## src/rtl/clk_div_gen.sv

```systemverilog
// Multi-channel clock divider with runtime-programmable ratios and a lock sequencer.
// Define CLKGEN_LOCK_DELAY_EN to hold WAIT for LOCK_CYCLES cycles; otherwise WAIT lasts 1 cycle.
module clk_div_gen #(
  parameter int unsigned NUM_CH      = 3,
  parameter int unsigned DIV_W       = 8,
  parameter int unsigned LOCK_CYCLES = 16,
  parameter int unsigned DIV_INIT    = 1
) (
  input  logic              clk,
  input  logic              rst_n,
  input  logic              cfg_we,
  input  logic [1:0]        cfg_ch,
  input  logic [DIV_W-1:0]  cfg_div,
  output logic              cfg_busy,
  output logic [NUM_CH-1:0] clk_out,
  output logic [NUM_CH-1:0] ce_out,
  output logic              locked
);

  localparam logic [1:0] StRst    = 2'd0;
  localparam logic [1:0] StWait   = 2'd1;
  localparam logic [1:0] StLocked = 2'd2;

  logic [1:0]       state_q, state_d;
  logic [DIV_W-1:0] div_q   [NUM_CH];
  logic [DIV_W-1:0] cnt_q   [NUM_CH];
  logic [DIV_W-1:0] wrap_at [NUM_CH];
  logic [NUM_CH-1:0] clk_q, ce_q;
  logic             locked_q;
  logic             accept;
  logic             lock_done;

  assign accept = cfg_we & (state_q == StLocked) & (32'(cfg_ch) < NUM_CH);

`ifdef CLKGEN_LOCK_DELAY_EN
  localparam int unsigned LockW = (LOCK_CYCLES > 1) ? $clog2(LOCK_CYCLES) : 1;

  logic [LockW-1:0] lock_cnt_q;

  assign lock_done = (lock_cnt_q == LockW'(LOCK_CYCLES - 1));

  always_ff @(posedge clk or negedge rst_n) begin
    if (!rst_n) begin
      lock_cnt_q <= '0;
    end else if (state_q == StWait) begin
      lock_cnt_q <= lock_cnt_q + 1'b1;
    end else begin
      lock_cnt_q <= '0;
    end
  end
`else
  logic unused_lock_cycles;

  assign unused_lock_cycles = ^LOCK_CYCLES;
  assign lock_done          = 1'b1;
`endif

  // An accepted write re-arms through StRst, so a relock takes one cycle more than
  // the post-reset lock.
  always_comb begin
    state_d = state_q;
    case (state_q)
      StRst:    state_d = StWait;
      StWait:   if (lock_done) state_d = StLocked;
      StLocked: if (accept) state_d = StRst;
      default:  state_d = StRst;
    endcase
  end

  // A ratio of 0 wraps like a ratio of 1.
  always_comb begin
    for (int i = 0; i < NUM_CH; i++) begin
      wrap_at[i] = (div_q[i] == '0) ? '0 : div_q[i] - 1'b1;
    end
  end

  always_ff @(posedge clk or negedge rst_n) begin
    if (!rst_n) begin
      state_q  <= StRst;
      locked_q <= 1'b0;
      clk_q    <= '0;
      ce_q     <= '0;
      for (int i = 0; i < NUM_CH; i++) begin
        div_q[i] <= DIV_W'(DIV_INIT);
        cnt_q[i] <= '0;
      end
    end else begin
      state_q  <= state_d;
      locked_q <= (state_d == StLocked);
      for (int i = 0; i < NUM_CH; i++) begin
        if (state_q == StLocked && !accept) begin
          if (cnt_q[i] == wrap_at[i]) begin
            cnt_q[i] <= '0;
            ce_q[i]  <= 1'b1;
            clk_q[i] <= ~clk_q[i];
          end else begin
            cnt_q[i] <= cnt_q[i] + 1'b1;
            ce_q[i]  <= 1'b0;
          end
        end else begin
          cnt_q[i] <= '0;
          ce_q[i]  <= 1'b0;
          clk_q[i] <= 1'b0;
        end
        if (accept && cfg_ch == 2'(i)) begin
          div_q[i] <= cfg_div;
        end
      end
    end
  end

  assign clk_out  = clk_q;
  assign ce_out   = ce_q;
  assign locked   = locked_q;
  assign cfg_busy = ~locked_q;

endmodule

```

## config.mk

```make
export PLATFORM = sky130hd
export DESIGN_NAME = clk_div_gen
export DESIGN_NICKNAME = d
export VERILOG_FILES = /design/src/rtl/clk_div_gen.sv
export SDC_FILE = /design/constraint.sdc
export NUM_CORES = 1
export LEC_CHECK = 0
export ABC_AREA = 0
export BUFFER_PORTS_ARGS = -buffer_cell sky130_fd_sc_hd__buf_2
export CAP_MARGIN = 15
export CORE_MARGIN = 4
export CORE_UTILIZATION = 45
export DETAILED_ROUTE_END_ITERATION = 7
export GPL_TIMING_DRIVEN = 1
export HOLD_SLACK_MARGIN = 0.02
export MAX_ROUTING_LAYER = met4
export SLEW_MARGIN = 5
export SYNTH_ARGS = -nofsm -noshare
export SYNTH_HDL_FRONTEND = slang
export SYNTH_SLANG_ARGS = --single-unit
```

## constraint.sdc

```tcl
create_clock -name clk -period 3.5 [get_ports clk]
set_input_delay 0 -clock clk [delete_from_list [all_inputs] [get_ports clk]]
set_output_delay 0 -clock clk [all_outputs]
set_load 0.01 [all_outputs]
```

# == Yosys cells after proc, flatten, opt, wreduce, memory -nomap -nowiden ==
# Cells that the tools add are included.
# word_totals
register_bits,57
inputBits,13
out_inout_bits,8
elab_cells,69
# op_classes
add_sub_neg,6
n_lt_le_gt_ge,1
n_eq_ne,11
muxes,23
bitwise,6
reduce_logical,10
# ops
cell,count
$mux W8,9
$add A8 B1 Y8 const B,3
$eq A8 B8 Y1,3
$logic_not A8 Y1,3
$sub A8 B1 Y8 const B,3
$mux W1,12
$eq A2 B2 Y1 const B,3
$ne A2 B1 Y1 const B,3
$pmux W2 S3,1
$eq A2 B1 Y1 const B,2
$logic_and A1 B1 Y1,4
$logic_not A2 Y1,2
$not A1 Y1,4
$and A1 B1 Y1,2
$lt A2 B2 Y1 const B,1
$mux W2,1
$logic_not A1 Y1,1

# == Longest topological paths before layout ==
# depth
ltp_word,6
depth_mapped,10
ltp_nobuf,8

# == Worst setup path before layout ==
# Ideal clock, no wire load.
# synth_path
kind,register -> register
from,reg div_q[0] in the netlist's numbering
to,reg clk_q[2] (netlist: clk_out[2])
setup_time_ns,0.079
arrival_time_ns,2.802
t_required_ns,3.421
setup_slack_ns,0.619
path_stages_with_launch,9
n_path_buf,0
period_less_slack_ns,2.881
path_cell_list,dfstp_2 -> inv_1 -> ha_1 -> nor3b_1 -> or4_4 -> and3_1 -> or4_4 -> nor4_4 -> mux2i_1
# synth_between
elab_chain_len,4
elab_cells_between_ends,5
classes_between,add/sub: 1; eq/ne: 2; mux: 1; reduce/logical: 1
# synth_rtl
element,line_no,text
start: declaration,25,logic [DIV_W-1:0] div_q [NUM_CH];
start signal: indexed assignment,84,div_q[i] <= DIV_W'(DIV_INIT);
start signal: indexed assignment,106,div_q[i] <= cfg_div;
$sub A8 B1 Y8 / $logic_not A8 Y1 (equally long branches),73,wrap_at[i] = (div_q[i] == '0) ? '0 : div_q[i] - 1'b1;
$mux W8 (*),73,
$eq A8 B8 Y1 (*),92,if (cnt_q[i] == wrap_at[i]) begin
$ne A2 B1 Y1 (no source line) (*),--,
end signal: indexed assignment,95,clk_q[i] <= ~clk_q[i];
end: declaration,28,"logic [NUM_CH-1:0] clk_q, ce_q;"
# Mark *: on every way between the ends. The rest lies on a longest branch, timed or not.
# A chain may end at the register's enable or synchronous reset.

# == Worst setup path in the final report ==
# Same ends and word-level chain as after synthesis.

==> reports/results.ini <==
[critical_path]
critPathRequiredTime_ps = 3760
crit_fanout = 10
reg2reg_slack_ps = 430
crit_top_cell = or4_4
path_class = reg2reg
rr_worst_depth = 8
rr_startpoint = div_q[0]
slowest_delay_ps = 570
worstSetupStartpointType = register
r2r_end = clk_out[2]
cp_slowest_cell = dfstp_2
crit_path_end_kind = register
crit_arrival_ps = 3320
crit_chain = inv_1 -> ha_1 -> nor3b_1 -> or4_4 -> and3_1 -> or4_4 -> nor4_4 -> mux2i_1

[timing]
setup_slack_ps = 433
finalCritPeriodShare = 0.876
fin_crit_ps = 3070
report.final.slew_viol_count = 0
hold_violations = 0
rsz0062_at_grt = false
setup_viol = 0
skew_ps = 10.3
fmaxAchievable_mhz = 326
slew_headroom = 0.450
setup_tns_ps = 0
worst_pin_slew_ps = 826

[global_routing]
overflow = 0
first_global_vias = 2667
grt_pass1_wl_um = 12800
grtUsageTotal = 0.186
grt_antenna_before_repair = 0
grt_max_degree = 36

[cts]
clock-sinks = 57
cts_tree = done
cts_buffers = 9
path_clk_slew_ps = 70
worstSkewPairLatency_ps = 330
root_buffer = clkbuf_8
cts.path.max_buffers = 2
post-cts-setup-buffer-count = 0
htreeDepth = 3

[route]
drc = 0
routed_wl_um = 7390
drtIter0Drc = 142
viasPerCell = 5.72
antenna_left = 0
wl_per_cell_um = 15.5
dr.pass1.iters = 4
vias = 2733

[synth]
yosysWarnings = 0
synth.distinct_cells = 55
synth-main-ff-cell = dfrtp_1
syn-instance-count = 343
synth_enable_flop_cells = 0
synth-seq-area-share = 0.421
ys_ff_latch = 57
syn-num-nets = 362
synthArstFlopShare = 1.00
synthesis.area_um2 = 3400
syn_area_per_cell_um2 = 9.91

[worst_hold_path]
hp-start = cfg_ch[0]
hold_class = in2reg
min_path_cells = 5
hold_end = div_q[16]

[placed_design]
numPortBuffers = 20
hpwl_um = 5260
placed_cell_area_um2 = 3590
dp_cells = 453
gp_congestion = 0.887
place_ws_ps = 404

[finish]
stdcell_count = 478
diodes = 0
fin_nets = 393
fin_area_um2 = 3900
layout-drive-gt1-share = 0.198
fillers = 702
syn_to_final_growth_pct = 14.9
layout_commonest_cell = dfrtp_1
layout_common_cells = 54 x dfrtp_1, 22 x mux2_2, 21 x nor3_1

[pwr]
p_total_uw = 3030
powerDensity_nw_per_um2 = 777
vdd_drop_max_uv = 426
p_leak_uw = 0.00167

[job]
max_cap_violations = 0

[die]
die_w_um = 94.9
dieArea_um2 = 9010
ios = 21
core_um2 = 7290
die_h_um = 94.9
rows = 31
start_util = 0.466

[outcome]
status = finished clean

area by class of cell:
type	count	area, um^2	area share
multi-input combinational	260	1870	0.479
clock buffer	9	124	0.0317
clock inverter	7	95.1	0.0244
inverter	15	56.3	0.0144
sequential	57	1430	0.366
tap	99	124	0.0317
timing repair buffer	31	205	0.0526
logic make-up (layout without fill, tap and decap cells):
| family | count (synthesis) | count (layout) | synth area share |
|---|---|---|---|
| compound gates | 59 | 59 | 0.122 |
| xor+xnor | 35 | 35 | 0.0943 |
| fa+ha+maj | 6 | 6 | 0.0221 |
| buf+inv | 26 | 62 | 0.0291 |
| flops | 57 | 57 | 0.421 |
| mux | 25 | 25 | 0.0817 |
| simple gates | 135 | 135 | 0.230 |
worst max-delay path by stage:
stage | from | end | slack, ps | cells past startpoint
2_1_floorplan | div_q[0] | clk_out[2] | 620 | 8
3_3_place_gp | div_q[0] | clk_out[2] | 470 | 8
3_5_place_dp | div_q[0] | clk_out[2] | 400 | 8
4_1_cts | div_q[0] | clk_out[2] | 420 | 8
5_1_grt | div_q[0] | clk_out[2] | 260 | 8
6_report | div_q[0] | clk_out[2] | 430 | 8
power breakdown:
group | switching (uW) | internal (uW)
clock | 283 | 400
sequential | 296 | 846
combinational | 609 | 601
total | 1190 | 1850
timing repair:
item,CTS,global route
resized for setup,0,0
hold buffers,9,0
hold endpoints to repair,57,0
registers in the layout, indices dropped and copies added, names as in the netlist:
name / flops
div_q: 24
ce_out: 3
locked: 1
clk_out: 3
cnt_q: 24
state_q: 2
through the flow:
step / utilization / hold slack [ps]
floorplan: - / -296
global placement: 0.493 / 132
detailed placement: 0.493 / 140
CTS: 0.535 / 124
global route: 0.535 / 193
finish: 0.535 / 138
Yosys cell counts, types with 7 or more instances:
cell type	n	area, um^2
a21oi_1	7	35.0
and3_1	10	62.6
clkbuf_1	10	37.5
dfrtp_1	54	1350
inv_1	15	56.3
mux2_2	22	248
nand2_1	20	75.1
nand3_1	14	70.1
nor2_1	17	63.8
nor3_1	21	105
o21ai_0	15	75.1
or3_1	9	56.3
or4_1	7	52.6
xnor2_1	14	123
xor2_1	20	175
metal layers:
layer	track usage	vias to the layer above	wire, um
met3	0.0327	13	266
met5	-	-	0
met1	0.249	1349	3590
met2	0.284	52	3410
met4	0.0697	0	118
li1	-	1319	-
worst max-delay path, delay by kind of cell, from the launching register on:
family | cells | cell delay (ps)
AND/OR/NAND/NOR | 5 | 1930
flip-flops | 1 | 570
multiplexers | 1 | 240
adder cells (fa/ha/maj) | 1 | 220
buffers and inverters | 1 | 50
Note: power is estimated with default switching activity, not from simulation.
